**src/rtl/matrix_scan_capture.sv**
```systemverilog
// Captures an 8x8 bicolour multiplexed row scan into a readable frame buffer.
// Build option: SCAN_ORDER_CHECK_EN adds the sticky order_err output.
module matrix_scan_capture #(
    parameter int SETTLE  = 1,
    parameter int TIMEOUT = 64
) (
    input  logic       clk_1kHz,
    input  logic       rst,
    input  logic [7:0] row,
    input  logic [7:0] col_r,
    input  logic [7:0] col_g,
    input  logic       err_clr,
    input  logic [2:0] rd_row,
    output logic [7:0] rd_r,
    output logic [7:0] rd_g,
    output logic       frame_valid,
    output logic [7:0] frame_cnt,
    output logic       scan_active,
    output logic       scan_err,
`ifdef SCAN_ORDER_CHECK_EN
    output logic       order_err,
`endif
    output logic [2:0] cur_row
);

    localparam logic [3:0] SETTLE_W  = 4'(SETTLE);
    localparam logic [7:0] TIMEOUT_W = 8'(TIMEOUT);

    logic [7:0] r_row_q;
    logic [7:0] r_row_prev;
    logic [7:0] r_cr_q;
    logic [7:0] r_cg_q;
    logic [3:0] r_stab;
    logic [7:0] r_idle;
    logic [7:0] r_seen;
    logic [7:0] r_buf_r [8];
    logic [7:0] r_buf_g [8];
    logic [7:0] r_rd_r;
    logic [7:0] r_rd_g;
    logic       r_fv;
    logic [7:0] r_fcnt;
    logic       r_active;
    logic       r_err;
    logic [2:0] r_cur;

    logic       w_changed;
    logic [3:0] w_stab_nxt;
    logic       w_settle_hit;
    logic       w_onehot;
    logic       w_blank;
    logic [2:0] w_idx;
    logic       w_acc_row;
    logic       w_acc_bad;
    logic [7:0] w_idle_nxt;
    logic       w_timeout;
    logic       w_frame_done;
    logic [7:0] w_seen_base;
    logic [7:0] w_seen_nxt;

    assign w_changed  = (r_row_q != r_row_prev);
    assign w_stab_nxt = w_changed ? 4'd1 :
                        (r_stab == 4'd15) ? 4'd15 : r_stab + 4'd1;

    // A saturated counter sitting at SETTLE must not re-accept the dwell
    assign w_settle_hit = (w_stab_nxt == SETTLE_W) &&
                          (w_changed || (r_stab != SETTLE_W));

    always_comb begin
        w_onehot = 1'b0;
        w_idx    = 3'd0;
        w_blank  = (r_row_q == 8'hFF);
        case (r_row_q)
            8'hFE: begin w_onehot = 1'b1; w_idx = 3'd0; end
            8'hFD: begin w_onehot = 1'b1; w_idx = 3'd1; end
            8'hFB: begin w_onehot = 1'b1; w_idx = 3'd2; end
            8'hF7: begin w_onehot = 1'b1; w_idx = 3'd3; end
            8'hEF: begin w_onehot = 1'b1; w_idx = 3'd4; end
            8'hDF: begin w_onehot = 1'b1; w_idx = 3'd5; end
            8'hBF: begin w_onehot = 1'b1; w_idx = 3'd6; end
            8'h7F: begin w_onehot = 1'b1; w_idx = 3'd7; end
            default: ;
        endcase
    end

    assign w_acc_row = w_settle_hit && w_onehot;
    assign w_acc_bad = w_settle_hit && !w_onehot && !w_blank;

    assign w_idle_nxt = w_acc_row ? 8'd0 :
                        (r_idle == 8'hFF) ? 8'hFF : r_idle + 8'd1;
    assign w_timeout  = !w_acc_row && (w_idle_nxt == TIMEOUT_W);

    assign w_frame_done = (r_seen == 8'hFF);

    // Completion and timeout both restart the mask; a row landing now still counts
    always_comb begin
        w_seen_base = r_seen;
        if (w_frame_done || w_timeout) begin
            w_seen_base = 8'd0;
        end
        w_seen_nxt = w_seen_base;
        if (w_acc_row) begin
            w_seen_nxt = w_seen_base | (8'd1 << w_idx);
        end
    end

    always_ff @(posedge clk_1kHz) begin
        if (rst) begin
            r_row_q    <= 8'hFF;
            r_row_prev <= 8'hFF;
            r_cr_q     <= 8'd0;
            r_cg_q     <= 8'd0;
            r_stab     <= 4'd0;
            r_idle     <= 8'd0;
        end else begin
            r_row_q    <= row;
            r_row_prev <= r_row_q;
            r_cr_q     <= col_r;
            r_cg_q     <= col_g;
            r_stab     <= w_stab_nxt;
            r_idle     <= w_idle_nxt;
        end
    end

    always_ff @(posedge clk_1kHz) begin
        if (rst) begin
            for (int k = 0; k < 8; k++) begin
                r_buf_r[k] <= 8'd0;
                r_buf_g[k] <= 8'd0;
            end
            r_rd_r <= 8'd0;
            r_rd_g <= 8'd0;
        end else begin
            if (w_acc_row) begin
                r_buf_r[w_idx] <= r_cr_q;
                r_buf_g[w_idx] <= r_cg_q;
            end
            r_rd_r <= r_buf_r[rd_row];
            r_rd_g <= r_buf_g[rd_row];
        end
    end

    always_ff @(posedge clk_1kHz) begin
        if (rst) begin
            r_seen   <= 8'd0;
            r_fv     <= 1'b0;
            r_fcnt   <= 8'd0;
            r_active <= 1'b0;
            r_err    <= 1'b0;
            r_cur    <= 3'd0;
        end else begin
            r_seen <= w_seen_nxt;
            r_fv   <= w_frame_done;
            if (w_frame_done) begin
                r_fcnt <= r_fcnt + 8'd1;
            end
            if (w_acc_row) begin
                r_active <= 1'b1;
                r_cur    <= w_idx;
            end else if (w_timeout) begin
                r_active <= 1'b0;
            end
            if (w_acc_bad) begin
                r_err <= 1'b1;
            end else if (err_clr) begin
                r_err <= 1'b0;
            end
        end
    end

`ifdef SCAN_ORDER_CHECK_EN
    logic [2:0] r_last_idx;
    logic       r_armed;
    logic       r_order_err;
    logic       w_order_bad;

    // First row after reset or timeout has no predecessor to compare against
    assign w_order_bad = w_acc_row && r_armed &&
                         (w_idx != (r_last_idx + 3'd1));

    always_ff @(posedge clk_1kHz) begin
        if (rst) begin
            r_last_idx  <= 3'd0;
            r_armed     <= 1'b0;
            r_order_err <= 1'b0;
        end else begin
            if (w_acc_row) begin
                r_last_idx <= w_idx;
                r_armed    <= 1'b1;
            end else if (w_timeout) begin
                r_armed    <= 1'b0;
            end
            if (w_order_bad) begin
                r_order_err <= 1'b1;
            end else if (err_clr) begin
                r_order_err <= 1'b0;
            end
        end
    end

    assign order_err = r_order_err;
`endif

    assign rd_r        = r_rd_r;
    assign rd_g        = r_rd_g;
    assign frame_valid = r_fv;
    assign frame_cnt   = r_fcnt;
    assign scan_active = r_active;
    assign scan_err    = r_err;
    assign cur_row     = r_cur;

endmodule

```
**config.mk**
```make
export PLATFORM = sky130hd
export DESIGN_NAME = matrix_scan_capture
export DESIGN_NICKNAME = d
export VERILOG_FILES = /design/src/rtl/matrix_scan_capture.sv
export SDC_FILE = /design/constraint.sdc
export NUM_CORES = 1
export LEC_CHECK = 0
export CAP_MARGIN = 25
export CORE_ASPECT_RATIO = 0.9
export CORE_MARGIN = 5
export CORE_UTILIZATION = 45
export CTS_BUF_LIST = sky130_fd_sc_hd__clkbuf_8 sky130_fd_sc_hd__clkbuf_16
export DETAILED_ROUTE_END_ITERATION = 10
export HOLD_SLACK_MARGIN = 0.03
export PLACE_DENSITY_LB_ADDON = 0.25
export SETUP_SLACK_MARGIN = 0.15
export SLEW_MARGIN = 10
export SYNTH_ARGS = -nofsm -noshare
export SYNTH_HDL_FRONTEND = slang
export SYNTH_SLANG_ARGS = --single-unit
```
**constraint.sdc**
```tcl
create_clock -name clk_1kHz -period 2.6 [get_ports clk_1kHz]
set_input_delay 0.52 -clock clk_1kHz [delete_from_list [all_inputs] [get_ports clk_1kHz]]
set_output_delay 0.52 -clock clk_1kHz [all_outputs]
set_load 0.01 [all_outputs]
```
==> flow_summary.toml <==
[grt]
met3_usage_pct = 2.53
met2_usage_pct = 26.1
busiest_layer = "met2"
first_global_vias = 5199
met1_usage_pct = 24.3
grt_usage_pct = 16.4
grt_max_degree = 39
grt.overflow.total = 0
antenna_found_initial = 0
grt_pass1_wl_um = 29000

[hold_path]
hold_depth = 2
hp-class = "primary input to flip-flop"
min-delay-start = "rst"
whs_endpoint = "cur_row[2]$_SDFFE_PP0N_"

[setup_path]
worstPathArrival_ns = 2.50
end_kind = "flip-flop"
r2r_start = "r_stab[0]$_SDFF_PP0_"
critical_path.top_delay_family = "simple AND/OR/NAND/NOR gates"
crit_path_start_kind = "flip-flop"
reg2regPathDepth = 7
r2r_slack_ns = 0.28
crit_chain = "ha_2 > nand2b_1 > mux2i_2 > a311oi_4 > or2_1 > nor4_4 > or2_4"
cp.required_ns = 2.78
r2r-end = "r_buf_g[3][2]$_SDFFCE_PN0P_"
worst-path-buf-inv = 0
crit_fanout = 16
cp.depth = 7
critPathMaxStageDelay_ns = 0.34
crit_slowest_cell = "dfxtp_1"
worstSetupPathType = "flip-flop to flip-flop"

[drt]
antenna_left = 0
drtPass1Iterations = 5
avgRoutedWirePerCell_um = 18.6
drcViolationCount = 0
dr_total_vias = 5147
via_per_inst = 5.20
drt_iter0_markers = 275
wirelength_um = 18400

[logic_synthesis]
ys_top_cells_by_count = "and2_1, edfxtp_1, dfxtp_1, nor2_1, mux4_2"
synth_area_mm2 = 0.00891
synth_nets = 685
synth_ff_type = "edfxtp_1"
yosys_warnings = 0
synth.ff_latch_count = 210
synth-edff-count = 128
synth_top_area_cell = "edfxtp_1"
synthCells = 651
synthArstFlopShare_pct = 0
synth_top_area_share_pct = 43.2
synthMostInstantiatedCell = "and2_1"
avgSynthCellArea_um2 = 13.7
synth.area.top_cells = "edfxtp_1, dfxtp_1, and2_1"
synth-seq-area-share_pct = 61.6
yosysUniqueCellTypes = 50

[clocking]
cts_buffers = 23
cts_max_level = 1
cts_max_path_buffers = 3
ctsRootBufferMaster = "clkbuf_16"
clock_sinks = 210
clock_latency_ns = 0.49
clkTransAtPathRegs_ns = 0.06
cts_tree = "yes"

[power_and_ir_drop]
vdd_drop_max_mv = 0.392
power_per_cell_area_mw_per_mm2 = 716
p_leak_uw = 0.00406

[floorplanning]
initial_core_util_pct = 46.1
io_pins = 60
num_rows = 48
die_h_um = 143
die_w_um = 158
core-area_mm2 = 0.0193
fp.dieArea_mm2 = 0.0227

[sta]
skew_ns = 0.00865
tightest_slew_ns = 0.604
setup_tns_ns = 0
finalSetupViolations = 0
post-route-period-util_pct = 89.3
hold_ws_ns = 0.400
hold_viol = 0
finalCriticalPeriod_ns = 2.32
rsz0062_at_grt = "no"
slew_violations = 0
clock.fmax_mhz = 430
relSlewSlack_pct = 59.5

[layout]
final_core_util_pct = 54.9
fill_cells = 1595
layout.cells.non_filler = 989
area_growth_syn_to_layout_pct = 19.1
design_area_mm2 = 0.0106
final_nets = 757
diodes = 0
drive_gt1_share_pct = 18.1
largestRegisters = "r_buf_g (64), r_buf_r (64)"

[place]
dp_cells = 945
gp_congestion = 0.838
port_buffers = 59
hpwl_um = 12600
placed_area_mm2 = 0.00977

[flow_run]
drv_cap = 0

[outcome]
outcome = "finished, final reports clean"
-- through the flow --
stage / setup slack (ns) / total power (µW)
2_1_floorplan: 0.206 / 4150
6_report: 0.277 / 7600
4_1_cts: 0.147 / 7670
5_1_grt: 0.142 / 7880
3_3_place_gp: -0.0560 / 4380
3_5_place_dp: -0.147 / 4390
-- metal layers --
metal | routed length (µm) | vias up
met2 | 8610 | 134
met1 | 8570 | 2524
met5 | 0 | -
li1 | - | 2464
met4 | 292 | 0
met3 | 931 | 25
-- power breakdown --
| part | switching, µW | internal (µW) | total [µW] |
|---|---|---|---|
| combinational | 269 | 285 | 554 |
| clock | 1230 | 2040 | 3280 |
| sequential | 92.5 | 3680 | 3770 |
-- worst max-delay path by stage --
stage,startpoint,end,slack (ns)
6_report,r_stab[0]$_SDFF_PP0_,r_buf_g[3][2]$_SDFFCE_PN0P_,0.28
5_1_grt,r_stab[0]$_SDFF_PP0_,r_buf_g[1][4]$_SDFFCE_PN0P_,0.14
4_1_cts,r_stab[0]$_SDFF_PP0_,r_buf_r[5][6]$_SDFFCE_PN0P_,0.15
3_5_place_dp,r_stab[0]$_SDFF_PP0_,r_buf_g[3][6]$_SDFFCE_PN0P_,-0.15
3_3_place_gp,r_stab[0]$_SDFF_PP0_,r_buf_g[3][2]$_SDFFCE_PN0P_,-0.06
2_1_floorplan,r_stab[0]$_SDFF_PP0_,r_buf_g[2][0]$_SDFFCE_PN0P_,0.21
-- cell type report --
class                   instances  area (µm²)  area share, %
clock inverters                13         134           1.26
inverters                       5        18.8          0.177
flip-flops and latches        210        5490           51.7
repair buffers                 86         812           7.65
well taps                     250         313           2.95
multi-input cells             397        3200           30.1
clock buffers                  28         644           6.07
-- worst register-to-register path, stage by stage, from the launching register on --
cell and delay, ns:
dfxtp_1 0.34, ha_2 0.22, nand2b_1 0.16, mux2i_2 0.25
a311oi_4 0.15, or2_1 0.30, nor4_4 0.30, or2_4 0.29
-- layout by cell type, fill, tap and decap left out, types with 3 or more instances in the layout --
cell             instances
a31oi_1                  3
clkdlybuf4s50_1         57
inv_1                   12
nor2b_1                 22
dfxtp_1                 79
xnor2_1                 16
xor2_1                   6
nand4_1                  8
and2_1                 130
or2_2                   16
ha_1                     3
and3_1                  12
clkbuf_16               23
nand2_1                  8
a21oi_1                 11
dfxtp_2                  3
a211oi_1                 3
clkbuf_8                 5
a21o_1                   9
or2_4                    9
o21ai_0                  5
nand2b_1                 5
nor2_1                  38
edfxtp_1               128
bufinv_16                3
buf_4                   24
nand3_1                 10
nand4b_1                 3
mux4_2                  32
mux2i_1                 19
-- kinds of logic after synthesis --
| group | Yosys count | share of synthesized area (%) |
|---|---|---|
| compound gates | 43 | 3.77 |
| xor+xnor | 22 | 2.16 |
| fa+ha+maj | 4 | 0.562 |
| buf+inv | 45 | 2.95 |
| flops | 210 | 61.6 |
| mux | 52 | 10.3 |
| simple gates | 275 | 18.6 |
-- what timing repair did --
| item | 4_1_cts | 5_1_grt |
|---|---|---|
| endpoints found under the setup margin | 128 | 156 |
| buffers inserted | 1 | 1 |
| hold buffers | 0 | 0 |
| resized for setup | 10 | 8 |
| cloned | 0 | 1 |
| pin swaps | 1 | 3 |
No activity file was read; power rests on OpenSTA's default activity.
